==> config.mk <==
export PLATFORM = sky130hd
export DESIGN_NAME = voice_allocator
export DESIGN_NICKNAME = d
export VERILOG_FILES = /design/src/rtl/voice_allocator_pkg.sv /design/src/rtl/dffr.sv /design/src/rtl/dffre.sv /design/src/rtl/voice_allocator_lru_tracker.sv /design/src/rtl/voice_allocator.sv
export SDC_FILE = /design/constraint.sdc
export NUM_CORES = 1
export LEC_CHECK = 0
export CAP_MARGIN = 20
export CORE_MARGIN = 2
export CORE_UTILIZATION = 45
export CTS_BUF_LIST = sky130_fd_sc_hd__clkbuf_8 sky130_fd_sc_hd__clkbuf_16
export DETAILED_ROUTE_END_ITERATION = 8
export PLACE_DENSITY_LB_ADDON = 0.25
export SLEW_MARGIN = 10
export SYNTH_ARGS = -nofsm -noshare
export SYNTH_HDL_FRONTEND = slang
export SYNTH_HIERARCHICAL = 1
export SYNTH_SLANG_ARGS = --single-unit
==> constraint.sdc <==
create_clock -name clk -period 1.5 [get_ports clk]
set_input_delay 0.45 -clock clk [delete_from_list [all_inputs] [get_ports clk]]
set_output_delay 0.45 -clock clk [all_outputs]
set_load 0.01 [all_outputs]
==> src/rtl/voice_allocator_pkg.sv <==
// Shared types and defaults for the voice allocator slice.
// Latency: n/a (declarations only).
// Backpressure: n/a.
package voice_allocator_pkg;

    localparam int NUM_VOICES_DEF = 3;
    localparam int NOTE_W_DEF     = 6;

    typedef enum logic [1:0] {
        S_IDLE  = 2'd0,
        S_ALLOC = 2'd1,
        S_LOAD  = 2'd2
    } state_t;

endpackage

==> src/rtl/dffr.sv <==
// Plain register with synchronous active-high reset to RST_VAL.
// Latency: 1 cycle.
// Backpressure: none; loads every cycle.
module dffr #(
    parameter int             W       = 1,
    parameter logic [W-1:0]   RST_VAL = '0
) (
    input  logic         clk,
    input  logic         reset,
    input  logic [W-1:0] d,
    output logic [W-1:0] q
);

    // Capture d every edge unless reset.
    always_ff @(posedge clk) begin
        if (reset) q <= RST_VAL;
        else       q <= d;
    end

endmodule

==> src/rtl/dffre.sv <==
// Register with load enable and synchronous active-high reset to RST_VAL.
// Latency: 1 cycle.
// Backpressure: holds its value while en is low.
module dffre #(
    parameter int             W       = 1,
    parameter logic [W-1:0]   RST_VAL = '0
) (
    input  logic         clk,
    input  logic         reset,
    input  logic         en,
    input  logic [W-1:0] d,
    output logic [W-1:0] q
);

    // Capture d only on enabled edges.
    always_ff @(posedge clk) begin
        if (reset)   q <= RST_VAL;
        else if (en) q <= d;
    end

endmodule

==> src/rtl/voice_allocator_lru_tracker.sv <==
// LRU rank per voice (0 = oldest); a grant moves the voice to the newest rank.
// Latency: rank update visible the cycle after grant_vld; oldest_idx is combinational from ranks.
// Backpressure: none; every grant is accepted.
module lru_tracker
    import voice_allocator_pkg::*;
#(
    parameter int NUM_VOICES = NUM_VOICES_DEF
) (
    input  logic                          clk,
    input  logic                          reset,
    input  logic                          grant_vld,
    input  logic [$clog2(NUM_VOICES)-1:0] grant_idx,
    output logic [$clog2(NUM_VOICES)-1:0] oldest_idx
);

    localparam int IW = $clog2(NUM_VOICES);
    localparam int RW = NUM_VOICES * IW;

    function automatic logic [RW-1:0] init_ranks();
        logic [RW-1:0] r;
        r = '0;
        for (int i = 0; i < NUM_VOICES; i++) r[i*IW +: IW] = IW'(i);
        return r;
    endfunction

    localparam logic [RW-1:0] RANK_RST = init_ranks();

    logic [RW-1:0] rank_q, rank_d;
    logic [IW-1:0] old_rank, cur_rank;

    dffr #(.W(RW), .RST_VAL(RANK_RST)) u_rank (
        .clk   (clk),
        .reset (reset),
        .d     (rank_d),
        .q     (rank_q)
    );

    // Granted voice becomes newest; voices that were newer than it age by one.
    always_comb begin
        rank_d   = rank_q;
        old_rank = rank_q[grant_idx*IW +: IW];
        cur_rank = '0;
        if (grant_vld) begin
            for (int i = 0; i < NUM_VOICES; i++) begin
                cur_rank = rank_q[i*IW +: IW];
                if (IW'(i) == grant_idx)
                    rank_d[i*IW +: IW] = IW'(NUM_VOICES - 1);
                else if (cur_rank > old_rank)
                    rank_d[i*IW +: IW] = cur_rank - IW'(1);
            end
        end
    end

    // The voice holding rank 0 is the steal candidate.
    always_comb begin
        oldest_idx = '0;
        for (int i = 0; i < NUM_VOICES; i++)
            if (rank_q[i*IW +: IW] == '0) oldest_idx = IW'(i);
    end

endmodule

==> src/rtl/voice_allocator.sv <==
// Allocates incoming notes to the lowest free note_player voice; VOICE_STEAL_EN steals the oldest voice when all are busy.
// Latency: load_new_note in cycle N gives voice_load in cycle N+2.
// Backpressure: one-entry skid absorbs a request during ALLOC/LOAD; further requests are dropped with note_dropped.
module voice_allocator
    import voice_allocator_pkg::*;
#(
    parameter int NUM_VOICES = NUM_VOICES_DEF,
    parameter int NOTE_W     = NOTE_W_DEF
) (
    input  logic                  clk,
    input  logic                  reset,
    input  logic                  load_new_note,
    input  logic [NOTE_W-1:0]     note_to_load,
    input  logic [NOTE_W-1:0]     duration_to_load,
    input  logic [NUM_VOICES-1:0] voice_idle,
    output logic [NUM_VOICES-1:0] voice_load,
    output logic [NOTE_W-1:0]     note_out,
    output logic [NOTE_W-1:0]     duration_out,
    output logic [NUM_VOICES-1:0] busy_mask,
    output logic                  note_dropped,
    output logic                  voice_stolen
);

    localparam int IW = $clog2(NUM_VOICES);
    localparam logic [NUM_VOICES-1:0] ONE_HOT0 = NUM_VOICES'(1);
`ifdef VOICE_STEAL_EN
    localparam bit STEAL_EN = 1'b1;
`else
    localparam bit STEAL_EN = 1'b0;
`endif

    state_t                state;
    logic [NUM_VOICES-1:0] idle_q, idle_rise, busy_next;
    logic [IW-1:0]         sel_q, free_idx, oldest_idx, tgt_idx;
    logic                  all_busy, take_req, skid_vld, skid_vld_next;
    logic                  skid_load, skid_drop, alloc_fail, pend_clr, pend_en;
    logic [NOTE_W-1:0]     pend_note, pend_dur, skid_note, skid_dur;
    logic [NOTE_W-1:0]     pend_note_d, pend_dur_d;

    dffr #(.W(NUM_VOICES)) u_idle_q (.clk(clk), .reset(reset), .d(voice_idle), .q(idle_q));
    dffr #(.W(NUM_VOICES)) u_busy   (.clk(clk), .reset(reset), .d(busy_next), .q(busy_mask));
    dffr #(.W(1))          u_skid_v (.clk(clk), .reset(reset), .d(skid_vld_next), .q(skid_vld));
    dffre #(.W(NOTE_W)) u_skid_n (.clk(clk), .reset(reset), .en(skid_load), .d(note_to_load),     .q(skid_note));
    dffre #(.W(NOTE_W)) u_skid_d (.clk(clk), .reset(reset), .en(skid_load), .d(duration_to_load), .q(skid_dur));
    dffre #(.W(NOTE_W)) u_pend_n (.clk(clk), .reset(reset), .en(pend_en),   .d(pend_note_d),      .q(pend_note));
    dffre #(.W(NOTE_W)) u_pend_d (.clk(clk), .reset(reset), .en(pend_en),   .d(pend_dur_d),       .q(pend_dur));

    lru_tracker #(.NUM_VOICES(NUM_VOICES)) u_lru (
        .clk        (clk),
        .reset      (reset),
        .grant_vld  (state == S_LOAD),
        .grant_idx  (sel_q),
        .oldest_idx (oldest_idx)
    );

    // Busy tracking: only an idle rising edge frees a voice, and the load pulse re-arms it (load wins).
    always_comb begin
        idle_rise = voice_idle & ~idle_q;
        busy_next = (busy_mask & ~idle_rise) | voice_load;
        all_busy  = &busy_mask;
    end

    // Lowest-index free voice, falling back to the oldest when none is free.
    always_comb begin
        free_idx = '0;
        for (int i = NUM_VOICES - 1; i >= 0; i--)
            if (!busy_mask[i]) free_idx = IW'(i);
        tgt_idx = all_busy ? oldest_idx : free_idx;
    end

    // Request intake: skid is drained into pending first, new requests during ALLOC/LOAD park in the skid.
    always_comb begin
        take_req      = (state == S_IDLE) && (skid_vld || load_new_note);
        skid_load     = load_new_note && ((state == S_IDLE) ? skid_vld : !skid_vld);
        skid_drop     = load_new_note && (state != S_IDLE) && skid_vld;
        skid_vld_next = skid_load || (skid_vld && (state != S_IDLE));
        // The ALLOC cycle sees busy_next as its busy_mask, so the drop can be flagged on entry.
        alloc_fail    = take_req && (&busy_next) && !STEAL_EN;
        pend_clr      = (state == S_ALLOC) && all_busy && !STEAL_EN;
        pend_en       = take_req || pend_clr;
        pend_note_d   = pend_clr ? '0 : (skid_vld ? skid_note : note_to_load);
        pend_dur_d    = pend_clr ? '0 : (skid_vld ? skid_dur  : duration_to_load);
    end

    // Allocation FSM with registered load, data and status pulses.
    always_ff @(posedge clk) begin
        if (reset) begin
            state        <= S_IDLE;
            sel_q        <= '0;
            voice_load   <= '0;
            note_out     <= '0;
            duration_out <= '0;
            note_dropped <= 1'b0;
            voice_stolen <= 1'b0;
        end else begin
            voice_load   <= '0;
            voice_stolen <= 1'b0;
            note_dropped <= skid_drop || alloc_fail;
            case (state)
                S_IDLE: begin
                    if (take_req) state <= S_ALLOC;
                end
                S_ALLOC: begin
                    if (!all_busy || STEAL_EN) begin
                        sel_q        <= tgt_idx;
                        voice_load   <= ONE_HOT0 << tgt_idx;
                        note_out     <= pend_note;
                        duration_out <= pend_dur;
                        voice_stolen <= all_busy && STEAL_EN;
                        state        <= S_LOAD;
                    end else begin
                        state <= S_IDLE;
                    end
                end
                S_LOAD:  state <= S_IDLE;
                default: state <= S_IDLE;
            endcase
        end
    end

endmodule
==> flow_summary.yaml <==
grt:
  maximum_number_of_pins_on_one_net_before_global_route_repair: 19
  globalRouteTotalUtil: 0.180
  grt_pass1_vias: 1482
  global_route_wire_length_before_repair_um: 6840
  antenna_found_initial: 0
  globalRouteOverflowTotal: 0
setup_path:
  cp-start-kind: "flop"
  rr_startpoint: "state[1]"
  rr_endpoint: "u_pend_d/q[0]"
  critical_path_peak_fanout: 6
  path_class: "reg -> reg"
  crit_required_ps: 1700
  arrival_time_of_the_worst_setup_path_ps: 1760
  worst-r2r-cell-count: 7
  ff_to_ff_setup_slack_ps: -50
  worstSetupEndpointType: "flop"
sta:
  timing.final.hold_violations: 0
  finClkSkew_ps: 3.98
  sum_of_negative_setup_slack_ps: -315
  grt_setup_unrepaired: "yes"
  setup-violations-final: 12
  min_period_ps: 1550
  worst_slack_ps: -54.6
  max_freq_ghz: 0.643
  timing.final.max_slew_violations: 0
  final.period_utilization: 1.04
synth:
  netlist.area_leader.share: 0.503
  post_synth_main_area_contributors: "dfxtp_1 (50%), mux2i_1 (18%), nor2_1 (7.5%), nand2_1 (5.2%), a21oi_1 (3.1%)"
  synth.most_common_cell: "dfxtp_1"
  avgSynthCellArea_um2: 9.52
  synth.net_count: 224
  synth.yosys.seq_area_share: 0.503
  ys.warnings.count: 6
  most_numerous_cell_types_in_the_synthesized_netlist: "dfxtp_1 (49), nor2_1 (39), mux2i_1 (36)"
  mappedNetlistArea_um2: 1950
  synthFlopType: "dfxtp_1"
  syn-instance-count: 205
  number_of_flops_mapped_to_enable_cells_by_yosys: 0
  synth_async_sr_flop_share: 0
  yosys.area.top_type: "dfxtp_1"
  synth.ff_latch_count: 49
  distinct_cell_type_count_of_the_synthesized_netlist: 26
drt:
  route.detailed.drc: 0
  vias_per_cell: 4.96
  drt-total-wl_um: 4010
  detailedRoute.firstPassIterationCount: 4
  drtAntennaViolNets: 0
  post_drt_wl_per_cell_um: 13.1
  detail_route.iter0.violations: 53
  vias: 1517
finish:
  final_util: 0.629
  proportion_of_layout_cells_with_a_drive_suffix_above_1: 0.141
  layout.area.seq_um2: 985
  design_area_final_um2: 2570
  multi_input_area_um2: 912
  finalNonFillerCells: 306
  fillerInstances: 364
  num-nets-final: 274
  number_of_diodes: 0
  layout-area-overhead-vs-synth_pct: 31.7
placement:
  dp_slack_ps: -292
  count_of_port_buffers_added_during_placement: 36
  placed_cells: 295
  place.detailed.hpwl_um: 2720
  gp_routability_congestion: 0.753
  placed_cell_area_um2: 2430
min_path:
  worst_hold_path.num_cells: 2
  origin_of_the_worst_min_delay_path: "duration_out[5]"
  timing.hold.worst_endpoint: "duration_out[5]"
  min_path_type: "reg -> reg"
clock_tree:
  cts_tree: "done"
  clockRootBuffer: "clkbuf_8"
  count_of_h_tree_levels_built_during_cts: 2
  cts-root-to-sink-buffers: 2
  clkTransAtPathRegs_ps: 80
  insertion_delay_ps: 300
  hold_buffers: 0
  tritoncts.num_buffers: 5
  clock_sink_count: 49
power:
  power_density_nw_per_um2: 1020
  irDropWorstVdd_uv: 703
  cellLeakagePower_nw: 1.11
floorplan:
  rows: 23
  floorplan.die_area_um2: 4880
  coreArea_um2: 4090
  fp.dieH_um: 69.9
  io-pin-count: 38
  dieWidth_um: 69.9
  initial_cell_density_of_the_core: 0.478
status:
  violations: "negative setup slack"
  outcome: "finished with violations"
run:
  maxCapViolations: 0
-- layout by cell type (no fill, tap or decap) --
| cell | count |
|---|---|
| o21bai_4 | 1 |
| dfxtp_2 | 3 |
| or2b_1 | 1 |
| and2_1 | 1 |
| dlygate4sd2_1 | 19 |
| nor4b_1 | 1 |
| buf_12 | 2 |
| nand3_1 | 2 |
| conb_1 | 1 |
| clkdlybuf4s50_1 | 17 |
| a21o_1 | 3 |
| clkinv_2 | 2 |
| inv_1 | 1 |
| nor2b_4 | 1 |
| nand2_1 | 27 |
| ha_4 | 1 |
| or2_2 | 1 |
| clkbuf_16 | 1 |
| nor3_1 | 2 |
| a21oi_1 | 12 |
| buf_8 | 1 |
| clkbuf_8 | 5 |
| nor2_1 | 39 |
| o22ai_1 | 1 |
| or2_4 | 1 |
| dfxtp_1 | 46 |
| buf_4 | 15 |
| nor2b_1 | 7 |
| o21ai_4 | 1 |
| or3b_1 | 1 |
| and2_4 | 1 |
| nand2b_1 | 3 |
| mux2i_1 | 36 |
-- final cells by class --
type | count | area share
sequential | 49 | 0.383
clock inverter | 3 | 0.00535
tap | 50 | 0.0243
multi-input combinational | 144 | 0.355
timing repair buffer | 55 | 0.206
clock buffer | 5 | 0.0268
-- kinds of logic after synthesis --
family | share of synthesized area
multiplexers | 0.185
buffers and inverters | 0.0436
other | 0.00192
AO/OA/AOI/OAI | 0.0577
AND/OR/NAND/NOR | 0.203
flip-flops | 0.503
adder cells (fa/ha/maj) | 0.00641
-- metal layers --
layer | vias up | GRT usage | part of all wire
li1 | 773 | - | -
met1 | 699 | 0.219 | 0.44
met2 | 39 | 0.295 | 0.49
met3 | 6 | 0.0548 | 0.054
met4 | 0 | 0.0726 | 0.018
met5 | - | 0 | 0
-- sequential cells by signal, summed over array words and instances (netlist names) --
signal and flops:
duration_out 6, note_out 6, u_pend_d/q 6, u_pend_n/q 6, u_skid_d/q 6, u_skid_n/q 6
u_busy/q 3, u_idle_q/q 3, voice_load 3, state 2, note_dropped 1, u_skid_v/q 1
-- power breakdown --
| group | internal [mW] | switching (mW) | total [mW] |
|---|---|---|---|
| combinational | 0.259 | 0.212 | 0.471 |
| clock | 0.317 | 0.412 | 0.729 |
| sequential | 1.37 | 0.0395 | 1.41 |
| total | 1.95 | 0.664 | 2.61 |
-- metrics by stage --
step | hold slack (ps) | power (mW)
3_5_place_dp | 443 | 1.87
6_report | 449 | 2.61
3_3_place_gp | 443 | 1.87
5_1_grt | 469 | 2.76
4_1_cts | 453 | 2.64
2_1_floorplan | 431 | 1.71
-- worst max-delay path: stages, from the launching register on --
cell and delay [ps]:
dfxtp_2 330, or2_4 260, buf_4 140, o21bai_4 180
o21ai_4 100, clkbuf_16 190, mux2i_1 190, nor2_1 60
-- repair_timing --
item | CTS | global route
gates resized for setup | 27 | 3
buffers inserted | 2 | 1
pin swaps | 0 | 7
cloned | 1 | 1
setup endpoints to repair | 33 | 16
-- how the worst max path moves through the flow --
stage	start	to	slack [ps]	cells after the start
global route	state[1]	u_pend_d/q[0]	-110	7
floorplan	state[0]	u_skid_v/q	50	5
global placement	load_new_note	u_pend_n/q[4]	-250	6
finish	state[1]	u_pend_d/q[0]	-50	7
CTS	state[0]	u_skid_n/q[2]	-60	7
detailed placement	load_new_note	u_pend_n/q[2]	-290	6
(Power assumes the default switching activity.)
